**src/rtl/rom_arbiter.sv**
```systemverilog
`default_nettype none
// ============================================================================
// Module      : rom_arbiter
// Description : Round-robin arbiter sharing one 1-cycle-latency ROM between
//               NREQ requesters, with capped burst locking and tagged returns.
// Revision    : 1.0 - initial release
// ============================================================================
module rom_arbiter #(
    parameter int NREQ      = 4,
    parameter int ADDRW     = 8,
    parameter int WIDTH     = 8,
    parameter int MAX_BURST = 4,
    localparam int c_IDW    = (NREQ > 1) ? $clog2(NREQ) : 1
) (
    input  logic                   clk,
    input  logic                   reset,
    input  logic [NREQ-1:0]        req,
    input  logic [NREQ-1:0]        req_lock,
    input  logic [NREQ*ADDRW-1:0]  req_addr,
    output logic [NREQ-1:0]        gnt,
    output logic [ADDRW-1:0]       rom_addr,
    input  logic [WIDTH-1:0]       rom_data,
    output logic [NREQ-1:0]        rd_valid,
    output logic [c_IDW-1:0]       rd_id,
    output logic [WIDTH-1:0]       rd_data
);

    localparam int                c_BCW        = (MAX_BURST > 1) ? $clog2(MAX_BURST) : 1;
    localparam logic [c_BCW-1:0]  c_BURST_LAST = c_BCW'(MAX_BURST - 1);
    localparam bit                c_LOCK_EN    = (MAX_BURST > 1);

    logic [c_IDW-1:0] r_ptr;
    logic [c_IDW-1:0] r_owner;
    logic [c_BCW-1:0] r_burst_cnt;
    logic             r_locked;
    logic [ADDRW-1:0] r_last_addr;
    logic [NREQ-1:0]  r_rd_valid;
    logic [c_IDW-1:0] r_rd_id;

    logic             w_rr_found;
    logic [c_IDW-1:0] w_rr_winner;
    logic             w_lock_hold;
    logic [c_IDW-1:0] w_winner;
    logic             w_grant;

    function automatic logic [c_IDW-1:0] f_wrap(input int v);
        return c_IDW'((v >= NREQ) ? (v - NREQ) : v);
    endfunction

    // Round-robin scan starting at r_ptr
    always_comb begin
        w_rr_found  = 1'b0;
        w_rr_winner = '0;
        for (int k = 0; k < NREQ; k++) begin
            if (!w_rr_found && req[f_wrap(int'(r_ptr) + k)]) begin
                w_rr_found  = 1'b1;
                w_rr_winner = f_wrap(int'(r_ptr) + k);
            end
        end
    end

    // Owner keeps the ROM only while it still asks, still locks and is under the cap
    assign w_lock_hold = r_locked && req[r_owner] && req_lock[r_owner] &&
                         (r_burst_cnt < c_BURST_LAST);
    assign w_winner    = w_lock_hold ? r_owner : w_rr_winner;
    assign w_grant     = !reset && w_rr_found;

    always_comb begin
        gnt = '0;
        if (w_grant) begin
            gnt[w_winner] = 1'b1;
        end
    end

    // Idle cycles replay the last address so the ROM input stays quiet
    assign rom_addr = w_grant ? req_addr[w_winner*ADDRW +: ADDRW] : r_last_addr;

    always_ff @(posedge clk) begin
        if (reset) begin
            r_ptr       <= '0;
            r_owner     <= '0;
            r_burst_cnt <= '0;
            r_locked    <= 1'b0;
            r_last_addr <= '0;
            r_rd_valid  <= '0;
            r_rd_id     <= '0;
        end else begin
            r_rd_valid <= gnt;
            if (w_grant) begin
                r_last_addr <= rom_addr;
                r_ptr       <= f_wrap(int'(w_winner) + 1);
                r_rd_id     <= w_winner;
                r_locked    <= req_lock[w_winner] && c_LOCK_EN;
                if (w_lock_hold) begin
                    r_burst_cnt <= r_burst_cnt + 1'b1;
                end else begin
                    r_owner     <= w_winner;
                    r_burst_cnt <= '0;
                end
            end else begin
                r_locked    <= 1'b0;
                r_burst_cnt <= '0;
            end
        end
    end

    assign rd_valid = r_rd_valid;
    assign rd_id    = r_rd_id;
    assign rd_data  = rom_data;

endmodule
`default_nettype wire

```
**config.mk**
```make
export PLATFORM = sky130hd
export DESIGN_NAME = rom_arbiter
export DESIGN_NICKNAME = d
export VERILOG_FILES = /design/src/rtl/rom_arbiter.sv
export SDC_FILE = /design/constraint.sdc
export NUM_CORES = 1
export LEC_CHECK = 0
export BUFFER_PORTS_ARGS = -buffer_cell sky130_fd_sc_hd__buf_4
export CORE_UTILIZATION = 50
export CTS_BUF_LIST = sky130_fd_sc_hd__clkbuf_8
export CTS_CLUSTER_DIAMETER = 200
export DETAILED_ROUTE_END_ITERATION = 10
export PLACE_DENSITY = 0.88
export SKIP_CTS_REPAIR_TIMING = 1
export SLEW_MARGIN = 10
export SYNTH_ARGS = -nofsm -noshare
export SYNTH_HDL_FRONTEND = slang
export SYNTH_SLANG_ARGS = --single-unit
```
**constraint.sdc**
```tcl
create_clock -name clk -period 5.85 [get_ports clk]
set_input_delay 0.2925 -clock clk [delete_from_list [all_inputs] [get_ports clk]]
set_output_delay 0.2925 -clock clk [all_outputs]
set_load 0.01 [all_outputs]
```
==> Word level (Yosys, flattened, before mapping) <==
Cells that the tools add are included.
{ "totals": {"output_inout_bits": 26, "elab_cells": 80, "in_bits": 50, "ff_bits": 21} }
{ "classes": {"n_shift": 1, "muxes": 32, "bitwise_logic": 2, "n_lt_le_gt_ge": 13, "n_reduce_logical": 15, "n_addsub": 10} }
{ "ops": {"columns": ["operator", "count"], "rows": [
  ["$shiftx A32 B6 Y8", 1],
  ["$mux W2", 10],
  ["$lt A2 B3 Y1 const B", 6],
  ["$bmux W1 S2", 7],
  ["$ge A3 B3 Y1 const B", 4],
  ["$mux W1", 12],
  ["$sub A2 B1 Y2 const B", 5],
  ["$logic_and A1 B1 Y1", 8],
  ["$mux W8", 1],
  ["$add A2 B1 Y3 const B", 2],
  ["$add A2 B2 Y3 const B", 2],
  ["$logic_not A1 Y1", 4],
  ["$mux W4", 1],
  ["$ge A2 B3 Y1 const B", 1],
  ["$reduce_or A3 Y1", 1],
  ["$add A2 B1 Y2 const B", 1],
  ["$demux W1 S2", 1],
  ["$ge A2 B1 Y1 const B", 1],
  ["$lt A2 B2 Y1 const B", 1],
  ["$not A1 Y1", 2],
  ["$reduce_and A2 Y1", 1],
  ["$reduce_or A2 Y1", 1]
]} }

==> Depth between registers and ports, before layout <==
{ "logic_depth": {"word_depth": 20, "mapped_depth": 11, "depth_no_buf": 10} }

==> Least setup slack after synthesis <==
No wires, ideal clock.
{ "synth_timing": {"path_type": "reg-to-output", "from": "register r_burst_cnt[0]", "to": "output rom_addr[0]", "path_buffers": 1, "path_slack_ns": 3.383, "arrival_ns": 2.174, "stages_incl_launch_ff": 10, "t_required_ns": 5.558, "path_cell_list": "dfxtp_1 > ha_1 > nand2b_1 > a21o_1 > a311oi_1 > or4_1 > a21boi_4 > buf_6 > mux2_4 > a21oi_1"} }
{ "synth_between": {"elab_chain_len": 5} }
{ "synth_rtl": {"columns": ["element", "line_no", "source"], "rows": [
  ["from (decl)", "34", "logic [c_BCW-1:0] r_burst_cnt;"],
  ["from (signal assigned)", "95", "r_burst_cnt <= r_burst_cnt + 1'b1;"],
  ["$lt A2 B2 Y1", "64", "(r_burst_cnt < c_BURST_LAST);"],
  ["$logic_and A1 B1 Y1", "63", "assign w_lock_hold = r_locked && req[r_owner] && req_lock[r_owner] &&"],
  ["$mux W2", "65", "assign w_winner = w_lock_hold ? r_owner : w_rr_winner;"],
  ["$shiftx A32 B6 Y8", "76", "assign rom_addr = w_grant ? req_addr[w_winner*ADDRW +: ADDRW] : r_last_addr;"],
  ["$mux W8", "76", null],
  ["to (decl)", "21", "output logic [ADDRW-1:0] rom_addr,"]
]} }
No other way between the ends.

==> Worst setup path in the final report <==
{ "layout_timing": {"from": "register r_burst_cnt[0]", "to": "output rom_addr[7]"} }
Same word-level chain as after synthesis.

==> results.py <==
metrics = {
    "outcome": {
        "outcome": "completed",
    },
    "timing": {
        "slew_viol_final": 0,
        "max_freq_mhz": 320,
        "period_share": 0.534,
        "period_minus_slack_ns": 3.12,
        "rsz0062_at_grt": "no",
        "final.setup_skew_ns": 0.00420,
        "hold_viol": 0,
        "whs_ns": 0.334,
        "max_slew_margin": 0.334,
        "worst_pin_slew_ns": 0.990,
        "setup_viol": 0,
        "tns_ns": 0,
    },
    "setup_path": {
        "crit_fanout": 14,
        "reg2reg_from": "r_burst_cnt[0]",
        "crit_start": "r_burst_cnt[0]",
        "reg2reg_depth": 8,
        "cp.arrival_ns": 2.83,
        "crit_end": "rom_addr[7]",
        "reg2reg_slack_ns": 3.24,
        "cp.required_ns": 5.56,
        "startpoint_type": "flip-flop",
        "rr_endpoint": "r_last_addr[6]",
        "cp-end-kind": "output pin",
        "worst-setup-path-type": "reg -> out",
    },
    "synthesis": {
        "synth_nets": 213,
        "synth.top_cell.area_share": 0.300,
        "synth_area_sq_mm": 0.00140,
        "async_flop_share": 0,
        "synthTopCellsByArea": "dfxtp_1 (30%), mux2i_1 (12%), nor2_1 (5.9%), a21oi_1 (5.7%), mux2_4 (5.4%)",
        "ys_warn_count": 0,
        "avgSynthCellArea_sq_um": 8.87,
        "synth.distinct_cells": 34,
        "synth_edf_count": 0,
        "synth_seq_cells": 21,
        "yosysTopAreaCell": "dfxtp_1",
        "ys_dominant_reg_cell": "dfxtp_1",
        "synth_cells": 158,
        "ys_seq_area_frac": 0.300,
    },
    "drt": {
        "wl_um": 3260,
        "drt_iter0_markers": 18,
        "vias": 1301,
        "dr.pass1.iters": 4,
        "detail_route.vias_per_cell": 5.49,
        "ant_nets": 0,
        "drc": 0,
        "post_drt_wl_per_cell_um": 13.7,
    },
    "global_routing": {
        "gr-total-overflow": 0,
        "grt_util_met2": 0.458,
        "grt_start_max_net_pins": 22,
        "gr-usage-met1": 0.265,
        "grt_util_met3": 0.0410,
        "grt_first_pass_wirelength_um": 5140,
        "track_usage": 0.240,
        "top_usage_layer": "met2",
        "grt_pass1_vias": 1222,
        "grt_antenna_before_repair": 0,
    },
    "finish": {
        "area_delta_synth_final_pct": 31.9,
        "diodes": 0,
        "layout.nets": 263,
        "drive_above_1_share": 0.391,
        "n_fill_cell": 221,
    },
    "die": {
        "initial_core_util": 0.546,
        "die_y_um": 54.9,
        "dieArea_sq_mm": 0.00302,
        "coreArea_sq_mm": 0.00257,
        "fp.dieW_um": 54.9,
        "row_count": 18,
        "io_pins": 76,
    },
    "min_path": {
        "hp-class": "in -> reg",
    },
    "placement": {
        "port_buffers": 59,
        "gp_congestion": 0.858,
        "dp_hpwl_um": 2580,
    },
    "clock_network": {
        "cts_root_buf": "clkbuf_8",
        "clkTransAtPathRegs_ns": 0.07,
        "cts_tree": "done",
        "htree_levels": 1,
        "clk_path_buf_depth": 2,
        "clock_latency_ns": 0.25,
        "clock-sinks": 21,
        "numCtsBuffers": 3,
    },
    "pwr": {
        "leakage_uw": 0.000961,
        "p_per_area_mw_per_mm2": 314,
        "vdd_drop_max_uv": 258,
    },
    "flow_run": {
        "drv_cap": 0,
    },
}
flip-flops by register name (all words and copies together) (netlist names):
register	count
r_burst_cnt	2
r_last_addr	8
r_locked	1
r_owner	2
r_ptr	2
rd_id	2
rd_valid	4
layout by cell type, fill, tap and decap left out, drive strengths merged:
cell type,instances
buf,61
nor2,22
dfxtp,21
mux2i,17
a21oi,16
a211oi,10
and2,9
nand2,8
mux2,8
ha,5
inv,4
nand2b,3
clkbuf,3
nor2b,2
a311oi,2
or4,2
o21ai,2
nand3,1
nand3b,1
and2b,1
a21o,1
a31oi,1
a21boi,1
nor4,1
nor3,1
o22ai,1
or3,1
and3,1
mux4,1
how the worst min path moves through the flow:
stage | from | endpoint | cells past startpoint
global placement | r_burst_cnt[0] | r_burst_cnt[0] | 1
floorplan | reset | r_last_addr[0] | 1
finish | reset | r_last_addr[0] | 2
CTS | reset | r_last_addr[0] | 2
global route | reset | r_last_addr[0] | 2
detailed placement | r_burst_cnt[0] | r_burst_cnt[0] | 1
kinds of logic after synthesis:
kind of cell | synth area share
simple gates | 0.185
compound gates | 0.176
mux | 0.215
flops | 0.300
buf+inv | 0.0795
fa+ha+maj | 0.0446
critical path, cell delays in order (launching register included):
cell	delay (ns)
dfxtp_1	0.32
ha_1	0.19
nand2b_1	0.15
a21o_1	0.17
a311oi_1	0.38
or4_1	0.22
a21boi_4	0.46
mux2_2	0.41
a21oi_1	0.15
buf_4	0.14
cells in the mapped netlist, types with 5 or more instances:
cell      count
nor2_1       22
mux2_4        5
dfxtp_1      21
a21oi_1      16
and2_1        9
a211oi_1      5
nand2_1       8
clkbuf_1      5
a211oi_2      5
mux2i_1      17
buf_4         8
ha_1          5
routing by layer:
| metal | vias up | share of wire |
|---|---|---|
| met1 | 593 | 0.40 |
| met4 | 0 | 0.024 |
| met3 | 10 | 0.066 |
| met2 | 47 | 0.51 |
| met5 | - | 0 |
| li1 | 651 | - |
area by class of cell:
class / count / area (sq um) / area share
Clock buffer: 3 / 41.3 / 0.0223
Tap cell: 30 / 37.5 / 0.0203
Sequential cell: 21 / 420 / 0.227
Timing Repair Buffer: 61 / 458 / 0.248
Clock inverter: 1 / 3.75 / 0.00203
Inverter: 3 / 11.3 / 0.00609
Multi-Input combinational cell: 118 / 876 / 0.474
where the power goes:
| group | internal (uW) | leakage [uW] | switching [uW] |
|---|---|---|---|
| clock network | 46.6 | 0.0000269 | 43.0 |
| registers | 173 | 0.000174 | 19.8 |
| logic | 161 | 0.000761 | 136 |
| total | 381 | 0.000961 | 199 |
per-stage QoR:
step	instances	power (uW)	area, sq um	utilization	worst slack, ns
after detailed placement	233	492	1800	0.702	3.02
after floorplan	158	404	1400	-	3.38
after global placement	233	482	1800	0.702	3.10
after CTS	237	584	1850	0.720	2.72
final	237	579	1850	0.720	2.73
after global routing	237	620	1850	0.720	2.54
Power figures use the tool's default switching activity.
